$ cat src/rtl/hazard_scoreboard_if.sv
// Decode-stage hazard scoreboard bus: decoded instruction fields in,
// registered stall and bypass selects out.
// master = decode stage driving the instruction, slave = hazard_scoreboard.
interface hazard_scoreboard_if #(
  parameter int REG_W = 5,
  parameter int DEPTH = 2
);
  localparam int SEL_W = $clog2(DEPTH + 1);

  logic             valid_i;
  logic [REG_W-1:0] rs1_i;
  logic [REG_W-1:0] rs2_i;
  logic             use_rs1_i;
  logic             use_rs2_i;
  logic [REG_W-1:0] rd_i;
  logic             is_load_i;
  logic             branch_i;
  logic             stall_out;
  logic [SEL_W-1:0] fwd_rs1_o;
  logic [SEL_W-1:0] fwd_rs2_o;

  modport master (
    output valid_i, rs1_i, rs2_i, use_rs1_i, use_rs2_i, rd_i, is_load_i, branch_i,
    input  stall_out, fwd_rs1_o, fwd_rs2_o
  );

  modport slave (
    input  valid_i, rs1_i, rs2_i, use_rs1_i, use_rs2_i, rd_i, is_load_i, branch_i,
    output stall_out, fwd_rs1_o, fwd_rs2_o
  );
endinterface

$ cat src/rtl/hazard_scoreboard.sv
// hazard_scoreboard: decode-stage data/control hazard unit.
// Compares decoded sources against a DEPTH-deep history of in-flight
// destinations (slot 1 = youngest) and issues stall cycles; a branch that
// issues is followed by BRANCH_STALLS stall cycles. All state moves on the
// falling edge of clk so outputs are stable for the next rising edge.
// Optional feature macro: HAZARD_BYPASS_EN -- only load-use at slot 1 stalls,
// every other match is reported as a bypass slot on fwd_rs1_o/fwd_rs2_o.
module hazard_scoreboard #(
  parameter int REG_W         = 5,
  parameter int DEPTH         = 2,
  parameter int BRANCH_STALLS = 2
) (
  input  logic                 clk,
  input  logic                 rst_n,
  hazard_scoreboard_if.slave   bus
);
  localparam int MAXC  = (DEPTH > BRANCH_STALLS) ? DEPTH : BRANCH_STALLS;
  localparam int CNT_W = $clog2(MAXC + 1);
  localparam int SEL_W = $clog2(DEPTH + 1);

  logic [REG_W-1:0] hist_rd_q [1:DEPTH];
  logic [REG_W-1:0] hist_rd_d [1:DEPTH];
  logic [CNT_W-1:0] cnt_q, cnt_d;
  logic             stall_q, stall_d;
  logic [SEL_W-1:0] fwd1_q, fwd1_d;
  logic [SEL_W-1:0] fwd2_q, fwd2_d;
  logic [SEL_W-1:0] k1_s, k2_s;
  logic [CNT_W-1:0] needed_s;
  logic             ld_new_s;

`ifdef HAZARD_BYPASS_EN
  logic             hist_ld_q [1:DEPTH];
  logic             hist_ld_d [1:DEPTH];
`else
  logic [SEL_W-1:0] kmin_s;
  logic             unused_load_s;
  assign unused_load_s = bus.is_load_i;
`endif

  // Smallest matching history slot per source; x0 and unread sources never match.
  always_comb begin
    k1_s = {SEL_W{1'b0}};
    k2_s = {SEL_W{1'b0}};
    for (int k = DEPTH; k >= 1; k--) begin
      k1_s = (bus.use_rs1_i && (hist_rd_q[k] != {REG_W{1'b0}}) && (hist_rd_q[k] == bus.rs1_i))
             ? SEL_W'(k) : k1_s;
      k2_s = (bus.use_rs2_i && (hist_rd_q[k] != {REG_W{1'b0}}) && (hist_rd_q[k] == bus.rs2_i))
             ? SEL_W'(k) : k2_s;
    end
  end

`ifdef HAZARD_BYPASS_EN
  // Only a load result one slot back cannot be bypassed: one stall cycle.
  always_comb begin
    if (((k1_s == SEL_W'(1)) || (k2_s == SEL_W'(1))) && hist_ld_q[1]) begin
      needed_s = CNT_W'(1);
    end else begin
      needed_s = {CNT_W{1'b0}};
    end
    ld_new_s = bus.is_load_i;
  end
`else
  // Full-stall mode: wait until the youngest producer has left the window.
  always_comb begin
    if (k1_s == {SEL_W{1'b0}}) begin
      kmin_s = k2_s;
    end else if ((k2_s == {SEL_W{1'b0}}) || (k1_s < k2_s)) begin
      kmin_s = k1_s;
    end else begin
      kmin_s = k2_s;
    end
    if (kmin_s == {SEL_W{1'b0}}) begin
      needed_s = {CNT_W{1'b0}};
    end else begin
      needed_s = CNT_W'(DEPTH + 1 - int'(kmin_s));
    end
    ld_new_s = 1'b0;
  end
`endif

  // Next-state: pending stalls first, then new hazards, then issue or idle.
  always_comb begin
    for (int k = 2; k <= DEPTH; k++) begin
      hist_rd_d[k] = hist_rd_q[k-1];
    end
    hist_rd_d[1] = {REG_W{1'b0}};
`ifdef HAZARD_BYPASS_EN
    for (int k = 2; k <= DEPTH; k++) begin
      hist_ld_d[k] = hist_ld_q[k-1];
    end
    hist_ld_d[1] = 1'b0;
`endif
    cnt_d   = cnt_q;
    stall_d = 1'b0;
    fwd1_d  = {SEL_W{1'b0}};
    fwd2_d  = {SEL_W{1'b0}};
    if (cnt_q != {CNT_W{1'b0}}) begin
      stall_d = 1'b1;
      cnt_d   = cnt_q - CNT_W'(1);
    end else if (bus.valid_i && (needed_s != {CNT_W{1'b0}})) begin
      stall_d = 1'b1;
      cnt_d   = needed_s - CNT_W'(1);
    end else if (bus.valid_i) begin
      hist_rd_d[1] = bus.rd_i;
`ifdef HAZARD_BYPASS_EN
      hist_ld_d[1] = ld_new_s;
      fwd1_d       = k1_s;
      fwd2_d       = k2_s;
`endif
      cnt_d = bus.branch_i ? CNT_W'(BRANCH_STALLS) : {CNT_W{1'b0}};
    end else begin
      cnt_d = {CNT_W{1'b0}};
    end
  end

  // State and registered outputs, synchronous active-low reset on the falling edge.
  always_ff @(negedge clk) begin
    if (!rst_n) begin
      for (int k = 1; k <= DEPTH; k++) begin
        hist_rd_q[k] <= {REG_W{1'b0}};
`ifdef HAZARD_BYPASS_EN
        hist_ld_q[k] <= 1'b0;
`endif
      end
      cnt_q   <= {CNT_W{1'b0}};
      stall_q <= 1'b0;
      fwd1_q  <= {SEL_W{1'b0}};
      fwd2_q  <= {SEL_W{1'b0}};
    end else begin
      for (int k = 1; k <= DEPTH; k++) begin
        hist_rd_q[k] <= hist_rd_d[k];
`ifdef HAZARD_BYPASS_EN
        hist_ld_q[k] <= hist_ld_d[k];
`endif
      end
      cnt_q   <= cnt_d;
      stall_q <= stall_d;
      fwd1_q  <= fwd1_d;
      fwd2_q  <= fwd2_d;
    end
  end

  assign bus.stall_out = stall_q;
  assign bus.fwd_rs1_o = fwd1_q;
  assign bus.fwd_rs2_o = fwd2_q;
endmodule

$ cat src/flat_wrapper.sv
// flat-port wrapper written by rule: the top's interface ports become plain ports
module hazard_scoreboard_flat 
#(
  parameter int REG_W         = 5,
  parameter int DEPTH         = 2,
  parameter int BRANCH_STALLS = 2
)
  (clk, rst_n, bus_valid_i, bus_rs1_i, bus_rs2_i, bus_use_rs1_i, bus_use_rs2_i, bus_rd_i, bus_is_load_i, bus_branch_i, bus_stall_out, bus_fwd_rs1_o, bus_fwd_rs2_o);
  hazard_scoreboard_if #(.REG_W(REG_W), .DEPTH(DEPTH)) bus_i ();
  input  logic clk;
  input  logic rst_n;
  input wire logic [$bits(bus_i.valid_i)-1:0] bus_valid_i;
  input wire logic [$bits(bus_i.rs1_i)-1:0] bus_rs1_i;
  input wire logic [$bits(bus_i.rs2_i)-1:0] bus_rs2_i;
  input wire logic [$bits(bus_i.use_rs1_i)-1:0] bus_use_rs1_i;
  input wire logic [$bits(bus_i.use_rs2_i)-1:0] bus_use_rs2_i;
  input wire logic [$bits(bus_i.rd_i)-1:0] bus_rd_i;
  input wire logic [$bits(bus_i.is_load_i)-1:0] bus_is_load_i;
  input wire logic [$bits(bus_i.branch_i)-1:0] bus_branch_i;
  output wire logic [$bits(bus_i.stall_out)-1:0] bus_stall_out;
  output wire logic [$bits(bus_i.fwd_rs1_o)-1:0] bus_fwd_rs1_o;
  output wire logic [$bits(bus_i.fwd_rs2_o)-1:0] bus_fwd_rs2_o;
  assign bus_i.valid_i = bus_valid_i;
  assign bus_i.rs1_i = bus_rs1_i;
  assign bus_i.rs2_i = bus_rs2_i;
  assign bus_i.use_rs1_i = bus_use_rs1_i;
  assign bus_i.use_rs2_i = bus_use_rs2_i;
  assign bus_i.rd_i = bus_rd_i;
  assign bus_i.is_load_i = bus_is_load_i;
  assign bus_i.branch_i = bus_branch_i;
  assign bus_stall_out = bus_i.stall_out;
  assign bus_fwd_rs1_o = bus_i.fwd_rs1_o;
  assign bus_fwd_rs2_o = bus_i.fwd_rs2_o;
  hazard_scoreboard #(.REG_W(REG_W), .DEPTH(DEPTH), .BRANCH_STALLS(BRANCH_STALLS)) u_core (.clk(clk), .rst_n(rst_n), .bus(bus_i));
endmodule
$ cat config.mk
export PLATFORM = sky130hd
export DESIGN_NAME = hazard_scoreboard_flat
export DESIGN_NICKNAME = d
export VERILOG_FILES = /design/src/rtl/hazard_scoreboard_if.sv /design/src/rtl/hazard_scoreboard.sv /design/src/flat_wrapper.sv
export SDC_FILE = /design/constraint.sdc
export NUM_CORES = 1
export LEC_CHECK = 0
export ABC_CLOCK_PERIOD_IN_PS = 3630
export BUFFER_PORTS_ARGS = -buffer_cell sky130_fd_sc_hd__buf_4
export CORE_AREA = 2 2 41 43
export CTS_CLUSTER_SIZE = 30
export DETAILED_ROUTE_END_ITERATION = 10
export DIE_AREA = 0 0 43 45
export GPL_TIMING_DRIVEN = 0
export PLACE_DENSITY = 0.8
export SLEW_MARGIN = 40
export SYNTH_ARGS = -nofsm -noshare
export SYNTH_HDL_FRONTEND = slang
export SYNTH_SLANG_ARGS = --single-unit
$ cat constraint.sdc
create_clock -name clk -period 3.63 [get_ports clk]
set_clock_uncertainty 0.05 [all_clocks]
set_input_delay 0.726 -clock clk [delete_from_list [all_inputs] [get_ports clk]]
set_output_delay 0.726 -clock clk [all_outputs]
set_load 0.005 [all_outputs]
==> summary.txt, run 1 <==
Timing
  – Setup violations, final: 8
  – Final slew viol count: 0
  – TNS Setup: -1.65 ns
  – Worst Slack Setup Final: -0.269 ns
  – RSZ-0062 raised after global routing: yes
  – Final Hold Vio Count: 0

Synth
  – Syn_area_per_cell: 9.41 um^2
  – Main area contributors after synthesis: dfxtp_1 (37%), xnor2_1 (15%), xor2_1 (9.9%), and2_1 (9.8%), buf_4 (4.3%)
  – Yosys reg bits: 13
  – Synth top area share: 0.369
  – Top cells by count, synth: dfxtp_1 (13), xnor2_1 (12), and2_1 (11)
  – Ys Warns: 0
  – Main flop type after synthesis: dfxtp_1
  – Count leader, synth: dfxtp_1
  – Mapped Cells: 75
  – Number of synthesized flops with an enable pin: 0
  – Post-synth ARST share: 0
  – Cell taking the most area after synthesis: dfxtp_1
  – Netlist Area Pre-Place: 706 um^2
  – Register area share after synthesis: 0.369
  – Distinct cells, synth: 24

Floorplan
  – Die area: 1940 um^2
  – Die Y: 45 um
  – Initial Util: 0.480
  – Core ar.: 1470 um^2
  – # IOs: 27
  – Row Count: 14
  – Die X: 43 um

CTS
  – Num Clock Sinks: 13
  – Depth of the CTS H-tree: 1
  – CTS buffer count: 3
  – CTS Root Cell: clkbuf_4
  – Clock slew at reported path FFs: 0.04 ns
  – CTS max path bufs: 2
  – Latest clock arrival within the worst-skew pair: 0.34 ns
  – CTS tree: done
  – Post-CTS Setup Repair Bufs: 0

Placed design
  – DPL Wire Length: 1070 um
  – Final GP Congestion: 0.885
  – Input/output buffers: 21

Worst setup path
  – Minimum setup slack among reg-to-reg paths: 1.72 ns
  – RR Startpoint: u_core.hist_rd_q[2][2]
  – Worst EP arrival: 2.25 ns
  – Setup CP Type: input pin to flop
  – Max FO, Critical Path: 6
  – CP startpoint kind: input pin
  – Critical Path Sink Type: flop
  – Crit Reg-Reg Endpoint: u_core.cnt_q[1]
  – Reg2Reg Depth: 8
  – Worst Path Required: 1.98 ns

Detailed routing
  – WL met1: 586 um
  – Drt wl/cell: 11.2 um
  – Vias per inst: 4.79
  – Initial DRC count: 9
  – Metal3 WL: 143 um
  – Final wirelength: 1470 um
  – # DRC: 0
  – Drt first pass iters: 4
  – Via count: 627
  – Met2 routed WL: 707 um
  – Post-route ant nets: 0
  – Top Layer Used: met4

Run
  – Max-cap violations: 0

Global route
  – Initial antenna violation count: 0
  – Global-route wire length before repair: 2470 um
  – Largest net degree at the start of global routing: 9
  – Gr ovfl total: 0
  – Vias in the first global route: 648
  – All-Layer GR Usage: 0.175

Pwr
  – PwrDens: 357 nW/um^2
  – LEAKAGE: 0.480 nW
  – Peak supply drop: 0.000263 V

Cells and area
  – Final net count: 139
  – Fin util: 0.676
  – ANT cells: 0
  – Fill cell total of the finished layout: 127
  – Layout area overhead: 41.0%
  – Share of cells above drive strength 1: 0.296

Hold path
  – WHS Endpoint: u_core.bus.stall_out
  – Worst Hold Class: flop to flop
  – Hold_sp: u_core.cnt_q[0]
  – Min-Delay Path Depth: 1

Run status
  – Status: finished, violations left
  – Failing checks: negative setup slack
cells in the final DEF (no fill, tap or decap), types with 2 or more instances in the layout:
master	instances
and2_1	11
nand2_1	4
nor2_1	3
xor2_1	8
xnor2_1	12
dfxtp_1	13
conb_1	4
clkbuf_4	3
buf_6	3
inv_1	15
nand4_1	2
buf_4	22
state kept, by name, summed over array words and instances (netlist names):
signal / cells
u_core.cnt_q: 2
u_core.bus.stall_out: 1
u_core.hist_rd_q: 10
how the worst max path moves through the flow:
stage,slack [ns],end,startpoint
floorplan,-0.33,u_core.cnt_q[1],bus_rs2_i[1]
global placement,-0.60,u_core.cnt_q[1],bus_rs2_i[1]
detailed placement,-0.61,u_core.cnt_q[1],bus_rs2_i[1]
CTS,-0.24,u_core.cnt_q[0],bus_rs2_i[2]
global route,-0.32,u_core.cnt_q[1],bus_rs2_i[2]
finish,-0.27,u_core.cnt_q[1],bus_rs1_i[4]
per-layer routing:
layer / vias up / GRT usage
met5: - / 0
met4: 0 / 0.133
met3: 4 / 0.0480
met2: 33 / 0.306
met1: 266 / 0.180
li1: 324 / -
cell families (layout without fill, tap and decap cells):
family / after synthesis / count (layout) / share of synthesized area
adders and majority gates: 1 / 1 / 0.0177
buffers and inverters: 6 / 43 / 0.0532
AOI/OAI and AO/OA: 6 / 6 / 0.0727
DFF: 13 / 13 / 0.369
and+or+nand+nor: 28 / 28 / 0.234
other: 1 / 4 / 0.00531
xor gates and xnor gates: 20 / 20 / 0.248
cell type report:
cell class	count	area, um^2	area share
inverter	1	3.75	0.00377
timing repair buffer	21	169	0.170
clock inverter	14	52.6	0.0528
buffer	4	30.0	0.0302
sequential	13	260	0.262
tap	16	20.0	0.0201
clock buffer	3	22.5	0.0226
multi-input combinational	59	437	0.439
through the flow:
stage / hold WS [ns] / instance area (um^2) / setup slack (ns) / power (W) / std cells
2_1_floorplan: 0.413 / 717 / -0.325 / 0.000212 / 78
3_3_place_gp: 0.455 / 895 / -0.595 / 0.000238 / 115
3_5_place_dp: 0.456 / 895 / -0.613 / 0.000239 / 115
4_1_cts: 0.480 / 988 / -0.242 / 0.000361 / 131
5_1_grt: 0.503 / 995 / -0.316 / 0.000387 / 131
6_report: 0.486 / 995 / -0.269 / 0.000355 / 131
power by group:
group / switching (W) / internal (W) / total [W]
clock network: 0.0000786 / 0.0000585 / 0.000137
logic: 0.0000240 / 0.0000375 / 0.0000616
registers: 0.00000660 / 0.000150 / 0.000156
total: 0.000109 / 0.000246 / 0.000355
timing repair:
action | 4_1_cts | 5_1_grt
setup endpoints to repair | 8 | 8
pin swaps | 4 | 7
gates resized for setup | 5 | 2
hold buffers | 0 | 0
worst max-delay path, cell delays in order:
cell      delay (ns)
buf_4           0.12
xor2_1          0.15
nor4_1          0.31
a32oi_1         0.12
a211oi_2        0.17
ha_1            0.29
nand2_2         0.09
nor3_4          0.05
a32o_1          0.22
Note: power is estimated with default switching activity, not from simulation.
==> run 2: changes to the inputs <==
--- a/config.mk
+++ b/config.mk
@@ -13,6 +13,7 @@
 export DIE_AREA = 0 0 43 45
 export GPL_TIMING_DRIVEN = 0
 export PLACE_DENSITY = 0.8
+export RECOVER_POWER = 100
 export SLEW_MARGIN = 40
 export SYNTH_ARGS = -nofsm -noshare
 export SYNTH_HDL_FRONTEND = slang
==> summary.txt, run 2 (synthesis results as in run 1) <==
Floorplan
  – Die Y: 45 um (unchanged)
  – Core ar.: 1470 um^2 (unchanged)
  – # IOs: 27 (unchanged)
  – Die X: 43 um (unchanged)
  – Row Count: 14 (unchanged)
  – Die area: 1940 um^2 (unchanged)
  – Initial Util: 0.480 (unchanged)

Cells and area
  – ANT cells: 0 (unchanged)
  – Post-route cell area: 991 um^2 (-0.38%)
  – Layout area overhead: 40.4%
  – Most common cell after layout, fill and taps aside: buf_4
  – Fill cell total of the finished layout: 127 (unchanged)
  – Share of cells above drive strength 1: 0.287 (-0.00870)
  – Most flops, register: u_core.hist_rd_q
  – Commonest non-fill, non-tap cells in the layout: buf_4 (20), inv_1 (15), dfxtp_1 (13)
  – Final net count: 139 (unchanged)
  – Number of flip-flops in the largest register: 10 (unchanged)

Timing
  – Final Hold Vio Count: 0 (unchanged)
  – Setup violations, final: 8 (unchanged)
  – Final slew viol count: 0 (unchanged)
  – Worst Slack Setup Final: -0.269 ns (+0.0000320 ns)
  – RSZ-0062 raised after global routing: yes

Global route
  – Vias in the first global route: 648 (unchanged)
  – Global-route wire length before repair: 2470 um (unchanged)
  – All-Layer GR Usage: 0.175 (unchanged)
  – Initial antenna violation count: 0 (unchanged)
  – Largest net degree at the start of global routing: 9 (unchanged)
  – Gr ovfl total: 0 (unchanged)

Placed design
  – DPL Wire Length: 1070 um (unchanged)
  – Placement Cell Area: 895 um^2 (unchanged)
  – Input/output buffers: 21 (unchanged)
  – Final GP Congestion: 0.885 (unchanged)

Run status
  – Status: finished, violations left
  – Failing checks: negative setup slack

Worst setup path
  – Setup CP Type: input pin to flop
  – Worst Path Required: 1.98 ns (about the same)
  – Worst EP arrival: 2.25 ns (about the same)
  – Critical Path Sink Type: flop
  – Max FO, Critical Path: 6 (unchanged)
  – Worst Setup SP: bus_rs1_i[4]
  – CP startpoint kind: input pin
  – Reg2Reg Depth: 8 (unchanged)
  – RR Startpoint: u_core.hist_rd_q[2][2]

Pwr
  – LEAKAGE: 0.474 nW (-1.3%)
  – PwrDens: 358 nW/um^2 (+0.25%)
  – Power, Total: 0.000354 W (-0.13%)
  – Peak supply drop: 0.000263 V (about the same)

CTS
  – Depth of the CTS H-tree: 1 (unchanged)
  – CTS Root Cell: clkbuf_4
  – CTS buffer count: 3 (unchanged)
  – Hold_buf cts: 0 (unchanged)
  – Num Clock Sinks: 13 (unchanged)
  – CTS tree: done
  – Latest clock arrival within the worst-skew pair: 0.34 ns (about the same)
  – CTS max path bufs: 2 (unchanged)
  – Clock slew at reported path FFs: 0.04 ns (about the same)

Hold path
  – Min-Delay Path Depth: 1 (unchanged)
  – Worst Hold Class: flop to flop
  – Hold_sp: u_core.cnt_q[0]

Detailed routing
  – Drt first pass iters: 4 (unchanged)
  – Post-route ant nets: 0 (unchanged)
  – Final wirelength: 1470 um (-0.20%)
  – Drt wl/cell: 11.2 um (-0.20%)
  – Initial DRC count: 10 (+1)
  – # DRC: 0 (unchanged)
  – Via count: 627 (unchanged)
  – Vias per inst: 4.79 (unchanged)

Run
  – Max-cap violations: 0 (unchanged)
run 2: path summary, 6_finish.rpt:
| kind | end | slack, ns |
|---|---|---|
| worst max-delay path | u_core.cnt_q[1] | -0.27 |
| worst min-delay path | u_core.bus.stall_out | 0.49 |
| worst max register to register | u_core.cnt_q[1] | 1.72 |
| worst min register to register | u_core.bus.stall_out | 0.49 |
run 2: layer usage:
layer  part of all wire  GRT usage
met5                  0          0
met4              0.020      0.133
met3              0.098     0.0480
met2               0.48      0.306
met1               0.40      0.180
run 2: metrics by stage:
stage / setup TNS, ns / std cells / hold WS (ns) / util / worst slack [ns]
5_1_grt: -1.95 / 131 / 0.503 / 0.673 / -0.316
4_1_cts: -1.45 / 131 / 0.480 / 0.672 / -0.242
3_5_place_dp: -4.43 / 115 / 0.456 / 0.608 / -0.613
3_3_place_gp: -4.35 / 115 / 0.455 / 0.608 / -0.595
6_report: -1.65 / 131 / 0.486 / 0.673 / -0.269
2_1_floorplan: -2.00 / 78 / 0.413 / - / -0.325
run 2: cell type report:
cell class / instances / area (um^2) / share of cell area
repair buffers: 21 / 165 / 0.167
well taps: 16 / 20.0 / 0.0202
clock buffers: 3 / 22.5 / 0.0227
inverters: 1 / 3.75 / 0.00379
clock inverters: 14 / 52.6 / 0.0530
multi-input cells: 59 / 437 / 0.441
flip-flops and latches: 13 / 260 / 0.263
plain buffers: 4 / 30.0 / 0.0303
run 2: power by group:
part / leakage (nW) / total (W) / internal, W / switching, W
Clock: 0.0884 / 0.000137 / 0.0000585 / 0.0000788
Combinational: 0.280 / 0.0000610 / 0.0000369 / 0.0000240
Sequential: 0.106 / 0.000156 / 0.000150 / 0.00000656
Total: 0.474 / 0.000354 / 0.000245 / 0.000109
run 2: timing repair:
item,in CTS,in global routing
pin swaps,4,7
setup endpoints to repair,8,8
resized for setup,5,2
setup buffers,0,0
run 2: worst max-delay path: stages:
cell and delay, ns:
buf_4 0.12, xor2_1 0.15, nor4_1 0.31, a32oi_1 0.12, a211oi_2 0.17, ha_1 0.29, nand2_2 0.09, nor3_4 0.05
a32o_1 0.22
